--- src/rtl/ram_ecc_pkg.sv ---
// Shared types and constants for the ECC RAM scrubber and the RAM it drives.
package ram_ecc_pkg;
  localparam int ECC_ERR_W      = 2;
  localparam int RAM_DATA_WIDTH = 8;
  localparam int RAM_ADDR_WIDTH = 4;

  typedef enum logic [2:0] {
    IDLE,
    USER_RD,
    SCRUB_RD,
    SCRUB_CHK,
    SCRUB_WB
  } scrub_state_e;
endpackage

--- src/rtl/ram_ecc_scrubber_sat_counter.sv ---
// Saturating up-counter used for the scrub error statistics.
module sat_counter #(
  parameter int WIDTH = 8
) (
  input  logic             clk,
  input  logic             rst_n,
  input  logic             inc,
  input  logic             clr,
  output logic [WIDTH-1:0] q
);
  always_ff @(posedge clk or negedge rst_n) begin
    if (!rst_n)                 q <= '0;
    else if (clr)               q <= '0;
    else if (inc && (q != '1))  q <= q + 1'b1;
  end
endmodule

--- src/rtl/ram_ecc_scrubber.sv ---
// Arbiter between user accesses and a background ECC scrub engine for ram_with_ecc.
// Optional SCRUB_ERR_LOG_EN keeps the address of the last scrub error in err_addr.
module ram_ecc_scrubber
  import ram_ecc_pkg::*;
#(
  parameter int DATA_WIDTH     = RAM_DATA_WIDTH,
  parameter int ADDR_WIDTH     = RAM_ADDR_WIDTH,
  parameter int SCRUB_INTERVAL = 256,
  parameter int CNT_WIDTH      = 8
) (
  input  logic                  clk,
  input  logic                  rst_n,
  input  logic                  user_req,
  input  logic                  user_we,
  input  logic [ADDR_WIDTH-1:0] user_addr,
  input  logic [DATA_WIDTH-1:0] user_din,
  output logic                  user_ready,
  output logic                  user_rvalid,
  output logic [DATA_WIDTH-1:0] user_rdata,
  output logic [ECC_ERR_W-1:0]  user_err,
  output logic                  ram_we,
  output logic [ADDR_WIDTH-1:0] ram_addr,
  output logic [DATA_WIDTH-1:0] ram_din,
  input  logic [DATA_WIDTH-1:0] ram_dout,
  input  logic                  ram_sbe,
  input  logic                  ram_dbe,
  input  logic                  scrub_en,
  output logic                  scrub_busy,
  output logic                  sweep_done,
  output logic [CNT_WIDTH-1:0]  corr_cnt,
  output logic [CNT_WIDTH-1:0]  uncorr_cnt,
  output logic [ADDR_WIDTH-1:0] err_addr
);
  localparam logic [15:0]           TIMER_LAST = 16'(SCRUB_INTERVAL - 1);
  localparam logic [ADDR_WIDTH-1:0] PTR_LAST   = '1;

  scrub_state_e          state, state_nxt;
  logic [15:0]           timer;
  logic                  scrub_pend;
  logic [ADDR_WIDTH-1:0] ptr, addr_q;
  logic [DATA_WIDTH-1:0] din_q, wb_data;
  logic                  user_acc, ptr_adv, corr_inc, uncorr_inc;

  // rst_n gating keeps the RAM strobes quiet while reset is held
  assign user_ready = rst_n && (state == IDLE) && !scrub_pend;
  assign user_acc   = user_req && user_ready;
  assign scrub_busy = (state == SCRUB_RD) || (state == SCRUB_CHK) || (state == SCRUB_WB);

  always_comb begin
    state_nxt   = state;
    ram_we      = 1'b0;
    ram_addr    = addr_q;
    ram_din     = din_q;
    user_rvalid = 1'b0;
    user_rdata  = '0;
    user_err    = '0;
    ptr_adv     = 1'b0;
    corr_inc    = 1'b0;
    uncorr_inc  = 1'b0;
    case (state)
      IDLE: begin
        if (scrub_pend) begin
          state_nxt = SCRUB_RD;
        end else if (user_acc) begin
          ram_addr = user_addr;
          if (user_we) begin
            ram_we  = 1'b1;
            ram_din = user_din;
          end else begin
            state_nxt = USER_RD;
          end
        end
      end
      USER_RD: begin
        user_rvalid = 1'b1;
        user_rdata  = ram_dout;
        user_err    = {ram_dbe, ram_sbe};
        state_nxt   = IDLE;
      end
      SCRUB_RD: begin
        ram_addr  = ptr;
        state_nxt = SCRUB_CHK;
      end
      SCRUB_CHK: begin
        if (ram_dbe) begin
          uncorr_inc = 1'b1;
          ptr_adv    = 1'b1;
          state_nxt  = IDLE;
        end else if (ram_sbe) begin
          state_nxt = SCRUB_WB;
        end else begin
          ptr_adv   = 1'b1;
          state_nxt = IDLE;
        end
      end
      SCRUB_WB: begin
        ram_we    = 1'b1;
        ram_addr  = ptr;
        ram_din   = wb_data;
        corr_inc  = 1'b1;
        ptr_adv   = 1'b1;
        state_nxt = IDLE;
      end
      default: state_nxt = IDLE;
    endcase
  end

  always_ff @(posedge clk or negedge rst_n) begin
    if (!rst_n) begin
      state      <= IDLE;
      timer      <= '0;
      scrub_pend <= 1'b0;
      ptr        <= '0;
      addr_q     <= '0;
      din_q      <= '0;
      sweep_done <= 1'b0;
    end else begin
      state      <= state_nxt;
      addr_q     <= ram_addr;
      din_q      <= ram_din;
      sweep_done <= ptr_adv && (ptr == PTR_LAST);
      if (ptr_adv) ptr <= ptr + 1'b1;
      if ((state == IDLE) && scrub_en) begin
        if (timer == TIMER_LAST) timer <= '0;
        else                     timer <= timer + 1'b1;
      end
      if (!scrub_en || (state_nxt == SCRUB_RD))
        scrub_pend <= 1'b0;
      else if ((state == IDLE) && (timer == TIMER_LAST))
        scrub_pend <= 1'b1;
    end
  end

  // Corrected word captured for re-encoding on the writeback cycle
  always_ff @(posedge clk) begin
    if ((state == SCRUB_CHK) && ram_sbe && !ram_dbe) wb_data <= ram_dout;
  end

`ifdef SCRUB_ERR_LOG_EN
  always_ff @(posedge clk or negedge rst_n) begin
    if (!rst_n)                                        err_addr <= '0;
    else if ((state == SCRUB_CHK) && (ram_sbe || ram_dbe)) err_addr <= ptr;
  end
`else
  assign err_addr = '0;
`endif

  sat_counter #(.WIDTH(CNT_WIDTH)) u_corr_cnt (
    .clk  (clk),
    .rst_n(rst_n),
    .inc  (corr_inc),
    .clr  (1'b0),
    .q    (corr_cnt)
  );

  sat_counter #(.WIDTH(CNT_WIDTH)) u_uncorr_cnt (
    .clk  (clk),
    .rst_n(rst_n),
    .inc  (uncorr_inc),
    .clr  (1'b0),
    .q    (uncorr_cnt)
  );
endmodule

--- config.mk ---
export PLATFORM = sky130hd
export DESIGN_NAME = ram_ecc_scrubber
export DESIGN_NICKNAME = d
export VERILOG_FILES = /design/src/rtl/ram_ecc_pkg.sv /design/src/rtl/ram_ecc_scrubber_sat_counter.sv /design/src/rtl/ram_ecc_scrubber.sv
export SDC_FILE = /design/constraint.sdc
export NUM_CORES = 1
export LEC_CHECK = 0
export ABC_AREA = 0
export CORE_MARGIN = 10
export CORE_UTILIZATION = 50
export CTS_CLUSTER_SIZE = 24
export DETAILED_ROUTE_END_ITERATION = 6
export PLACE_DENSITY = 0.8
export SYNTH_ARGS = -nofsm -noshare
export SYNTH_HDL_FRONTEND = slang
export SYNTH_HIERARCHICAL = 1
export SYNTH_SLANG_ARGS = --single-unit
--- constraint.sdc ---
create_clock -name clk -period 2.4 [get_ports clk]
set_clock_uncertainty 0.1 [all_clocks]
set_input_delay 0.36 -clock clk [delete_from_list [all_inputs] [get_ports clk]]
set_output_delay 0.36 -clock clk [all_outputs]
set_load 0.005 [all_outputs]
==> impl_metrics.py, run 1 <==
metrics = {
    "floorplanning": {
        "io_pins": 74,
        "dieArea_um2": 9694,
        "initial_utilization": 0.5168,
        "fp.dieW_um": 98.46,
        "core_area_um2": 5956,
        "dieHeight_um": 98.46,
        "num_rows": 28,
    },
    "sta": {
        "fin_crit_sh": 1.001,
        "worst_slack_ps": -2.551,
        "slew_violations": 0,
        "final.setup.tns_ps": -2.551,
        "setup_viol": 1,
        "final-hold-violation-count": 0,
        "min_period_ps": 2403,
        "fmax_mhz": 416.2,
    },
    "finish": {
        "finalNetCount": 431,
        "final_cell_mix": "dfrtp_1 (53), clkdlybuf4s50_1 (43), buf_4 (25)",
        "n_antenna_cell": 0,
        "final.fill_count": 434,
        "syn_to_final_growth_pct": 42.24,
        "final_common_cell": "dfrtp_1",
        "drive_above_1_share": 0.2025,
    },
    "clock_tree": {
        "clockRootBuffer": "clkbuf_8",
        "cts_tree": "done",
        "clkTransAtPathRegs_ps": 70,
        "insertion_delay_ps": 340,
        "h-tree-depth": 3,
        "cts_buffer_depth": 2,
        "numCtsBuffers": 9,
        "cts_num_sinks": 61,
    },
    "grt": {
        "grt_overflow_total": 0,
        "grt_pass1_vias": 2732,
        "track_usage": 0.1674,
        "grt_pass1_wl_mm": 13.53,
        "grt_max_degree": 39,
        "antenna_found_initial": 0,
    },
    "setup_path": {
        "endpoint_kind": "output port",
        "r2r_slack_ps": 100,
        "worstPathRequired_ps": 1940,
        "critical_path_class": "register to output port",
        "r2r_cells": 8,
        "crit_arrival_ps": 1940,
        "cp-start-kind": "register",
        "r2r_start": "state[1]",
        "cp_max_fo": 8,
        "r2r-end": "u_uncorr_cnt/q[5]",
    },
    "outcome": {
        "violations": "negative setup slack",
        "status": "complete, but fails checks",
    },
    "placement": {
        "port_buffers": 69,
        "dp_hpwl_mm": 5.589,
        "pre_cts_ws_ps": -201.6,
        "gp_congestion": 0.7960,
    },
    "power": {
        "p_per_area_nw_per_um2": 731.6,
        "ir_worst_vdd_mv": 0.5111,
        "leakage_nw": 1.987,
    },
    "logic_synthesis": {
        "seq_area_frac_synth": 0.5089,
        "yosysUniqueCellTypes": 53,
        "async_flop_share": 0.8689,
        "synth_warnings": 6,
        "synthFlopType": "dfrtp_1",
        "syn_avg_cell_area_um2": 10.33,
        "synth_area_um2": 3078,
        "synth-seq-cells": 61,
        "netlist_instances": 298,
        "synth_enable_flop_cells": 8,
    },
    "routing": {
        "drt_iter0_drc": 212,
        "post_drt_wl_per_cell_um": 17.86,
        "drc_errors": 0,
        "routed_wl_mm": 8.572,
        "vias_per_cell": 5.613,
        "via_count": 2694,
        "dr.pass1.iters": 4,
        "ant_nets": 0,
    },
    "worst_hold_path": {
        "hold_class": "input port to asynchronous set/reset pin",
    },
    "flow_run": {
        "maxCapViolations": 0,
    },
}
## registers in the layout (all words and copies together), names as in the netlist
signal and flops:
sweep_done 1, scrub_pend 1, din_q 8, timer 16, u_uncorr_cnt/q 8, wb_data 8, ptr 4, state 3
u_corr_cnt/q 8, addr_q 4
## cell usage after synthesis (all sizes together) (3+ instances only)
cell | n | share of area
a21oi | 14 | 0.023
edfxtp | 8 | 0.078
xnor2 | 13 | 0.037
o22ai | 16 | 0.033
nor2b | 9 | 0.018
nor3 | 16 | 0.028
a22o | 4 | 0.011
clkbuf | 4 | 0.0049
nand3 | 15 | 0.028
nand2b | 6 | 0.012
a21boi | 3 | 0.0073
and3 | 4 | 0.0081
inv | 8 | 0.0098
nand2 | 15 | 0.018
ha | 4 | 0.016
and4 | 7 | 0.021
a21o | 6 | 0.015
nor4 | 4 | 0.0081
or3 | 3 | 0.0061
nand4 | 6 | 0.012
nor2 | 16 | 0.020
and2 | 12 | 0.024
mux2 | 5 | 0.018
dfrtp | 53 | 0.43
buf | 12 | 0.026
nor3b | 3 | 0.0073
o21ai | 7 | 0.013
## cell families (layout without fill, tap and decap cells)
group | Yosys count | after routing | synth area share
AND/OR/NAND/NOR | 123 | 124 | 0.2317
AO/OA/AOI/OAI | 62 | 62 | 0.1321
flip-flops | 61 | 61 | 0.5089
XOR/XNOR | 15 | 15 | 0.04268
other | 1 | 8 | 0.001218
adder cells (fa/ha/maj) | 4 | 4 | 0.01626
buffers and inverters | 25 | 124 | 0.04227
multiplexers | 7 | 7 | 0.02480
## power breakdown
group          leakage [nW]  total (mW)  internal [mW]  switching [mW]
Sequential            0.764        1.35           1.20           0.145
Combinational          1.09       0.625          0.333           0.291
Clock                 0.136        1.23          0.823           0.408
Total                  1.99        3.20           2.36           0.844
## worst max path at each step
stage | end | slack [ps] | from | depth (start not counted)
finish | ram_din[6] | -3 | scrub_pend | 5
global route | ram_din[6] | -70 | scrub_pend | 5
CTS | user_ready | -8 | state[1] | 5
detailed placement | ram_din[6] | -200 | user_we | 6
global placement | ram_din[6] | -170 | user_we | 6
floorplan | u_corr_cnt/q[7] | 200 | state[1] | 8
## timing repair
| action | 4_1_cts | 5_1_grt |
|---|---|---|
| cloned | 1 | 1 |
| hold endpoints to repair | 16 | 0 |
| hold buffers | 1 | 0 |
| pin swaps | 5 | 1 |
| gates resized for setup | 41 | 23 |
| endpoints found under the setup margin | 23 | 19 |
| setup buffers | 9 | 4 |
## critical path: stages, from the launching register on
cell and delay (ps):
dfrtp_1 430, and4b_2 350, buf_4 180, o22ai_1 100
a21oi_1 250, dlygate4sd2_1 300
## metal layers
layer	GRT usage	vias up	part of all wire
li1	-	1283	-
met1	0.1877	1330	0.40
met2	0.2839	68	0.52
met3	0.06634	13	0.060
met4	0.05513	0	0.015
met5	0	-	0
## stage by stage
step                utilization  cell area [um2]  hold WS, ps  instances  total power [mW]
floorplan                     -             3104       -35.59        305             1.639
detailed placement       0.6548             3900        294.3        448             1.973
finish                   0.7351             4378        15.56        480             3.203
global placement         0.6548             3900        282.8        448             1.947
global route             0.7351             4378        44.53        480             3.366
CTS                      0.7206             4292        22.50        475             3.186
## layout make-up
class | instances | area [um2] | share of cell area
clock inverters | 6 | 133.9 | 0.03058
flip-flops and latches | 61 | 1567 | 0.3578
clock buffers | 10 | 137.6 | 0.03144
repair buffers | 99 | 903.4 | 0.2063
multi-input cells | 220 | 1509 | 0.3447
inverters | 9 | 33.78 | 0.007716
well taps | 75 | 93.84 | 0.02143
No activity file was read; power rests on OpenSTA's default activity.
==> run 2, diff against run 1 <==
MAX_ROUTING_LAYER = met4   (was default)
PLACE_DENSITY = 0.92   (was 0.8)
==> run 2 against run 1 <==
Against the previous run: the flow still finishes with violations (negative setup slack); worst hold slack better by 70 ps; register-to-register slack better by 130 ps; first-iteration DRC count shrank 7.5%; combinational power up 3.8%; largest cell class unchanged; largest power group unchanged.
==> impl_metrics.py, run 2 (synthesis results as in run 1) <==
metrics = {
    "placement": {
        "gp_congestion": 0.8138,
        "placed_cell_area_um2": 3892,
        "dp_hpwl_mm": 5.764,
        "port_buffers": 69,
    },
    "power": {
        "p_per_area_nw_per_um2": 712.7,
        "power_mw": 3.064,
        "leakage_nw": 1.930,
        "ir_worst_vdd_mv": 0.5596,
    },
    "clock_tree": {
        "cts_tree": "done",
        "numCtsBuffers": 9,
        "clkTransAtPathRegs_ps": 70,
        "cts_num_sinks": 61,
        "h-tree-depth": 3,
        "cts_buffer_depth": 2,
        "insertion_delay_ps": 350,
        "clockRootBuffer": "clkbuf_8",
        "hold_buffers": 0,
    },
    "setup_path": {
        "critical_path_class": "register to output port",
        "r2r_slack_ps": 230,
        "worstPathRequired_ps": 1940,
        "endpoint_kind": "output port",
        "crit_arrival_ps": 1960,
        "cp_max_fo": 8,
        "r2r_cells": 6,
        "cp-start-kind": "register",
    },
    "finish": {
        "finalNetCount": 420,
        "design_area_um2": 4299,
        "syn_to_final_growth_pct": 39.67,
        "fin_util": 0.7218,
        "largest_register": "timer",
        "final_cell_mix": "dfrtp_1 (52), clkdlybuf4s50_1 (44), nor3_1 (15)",
        "drive_above_1_share": 0.1675,
        "largest_reg_flops": 16,
        "n_antenna_cell": 0,
        "final_common_cell": "dfrtp_1",
    },
    "grt": {
        "grt_pass1_vias": 2769,
        "grt_max_degree": 54,
        "grt_overflow_total": 0,
        "grt_pass1_wl_mm": 13.70,
        "antenna_found_initial": 0,
        "track_usage": 0.1763,
    },
    "routing": {
        "drc_errors": 0,
        "dr.pass1.iters": 5,
        "vias_per_cell": 5.942,
        "routed_wl_mm": 9.088,
        "ant_nets": 0,
        "post_drt_wl_per_cell_um": 19.38,
        "via_count": 2787,
        "drt_iter0_drc": 196,
    },
    "sta": {
        "maxSlewHeadroom": 0.5344,
        "setup_viol": 1,
        "min_period_ps": 2423,
        "worst_slack_ps": -22.79,
        "slew_violations": 0,
        "fin_crit_sh": 1.009,
        "rsz0062_at_grt": "true",
        "tightest_slew_ps": 698.4,
        "fmax_mhz": 412.7,
        "final-hold-violation-count": 0,
    },
    "outcome": {
        "violations": "negative setup slack",
        "status": "complete, but fails checks",
    },
    "flow_run": {
        "maxCapViolations": 0,
    },
    "worst_hold_path": {
        "hold_class": "input port to asynchronous set/reset pin",
    },
    "floorplanning": {
        "fp.dieW_um": 98.46,
        "initial_utilization": 0.5168,
        "core_area_um2": 5956,
        "io_pins": 74,
        "dieHeight_um": 98.46,
        "dieArea_um2": 9694,
        "num_rows": 28,
    },
}
run 2: critical path, stage by stage, from the launching register on:
cell	delay, ps
dfrtp_1	430
and4b_2	380
buf_6	160
o22ai_1	100
a21oi_2	220
dlygate4sd2_1	330
run 2: timing repair:
action,4_1_cts,5_1_grt
setup endpoints to repair,23,15
pin swaps,3,4
buffers inserted,2,3
endpoints found under the hold margin,0,0
gates resized for setup,32,32
gates cloned,1,0
run 2: layout make-up:
class                   instances  area [um2]
fillers                       387        1657
well taps                      75       93.84
inverters                       9       33.78
clock buffers                  12       155.1
multi-input cells             219        1503
clock inverters                 4       70.07
flip-flops and latches         61        1568
repair buffers                 89       875.8
run 2: metrics by stage:
stage / std cells / hold WS [ps] / setup TNS (ps) / setup slack (ps)
after floorplan: 305 / -35.59 / 0 / 195.2
after global placement: 447 / 355.4 / -1125 / -156.1
after detailed placement: 447 / 361.1 / -1863 / -249.1
after CTS: 466 / 116.5 / -230.4 / -124.7
after global routing: 469 / 162.5 / -129.4 / -41.49
final: 469 / 85.57 / -22.79 / -22.79
run 2: routing by layer:
layer	up-vias	track usage	wire length (um)
met2	141	0.2738	4509
met5	-	-	0
met4	0	0.09041	336
met1	1346	0.2012	3570
li1	1264	-	-
met3	36	0.05447	672
run 2: worst paths after layout:
check,endpoint,from
hold / removal,addr_q[3],rst_n
setup reg to reg,u_uncorr_cnt/q[3],state[2]
min in group clk,addr_q[2],addr_q[2]
setup / recovery,ram_din[2],scrub_pend
hold reg to reg,addr_q[2],addr_q[2]
max in group asynchronous,state[0],rst_n
run 2: power breakdown:
group	total, mW	internal (mW)	switching (mW)
clock network	1.06	0.639	0.424
logic	0.649	0.339	0.310
registers	1.35	1.20	0.151
total	3.06	2.18	0.884
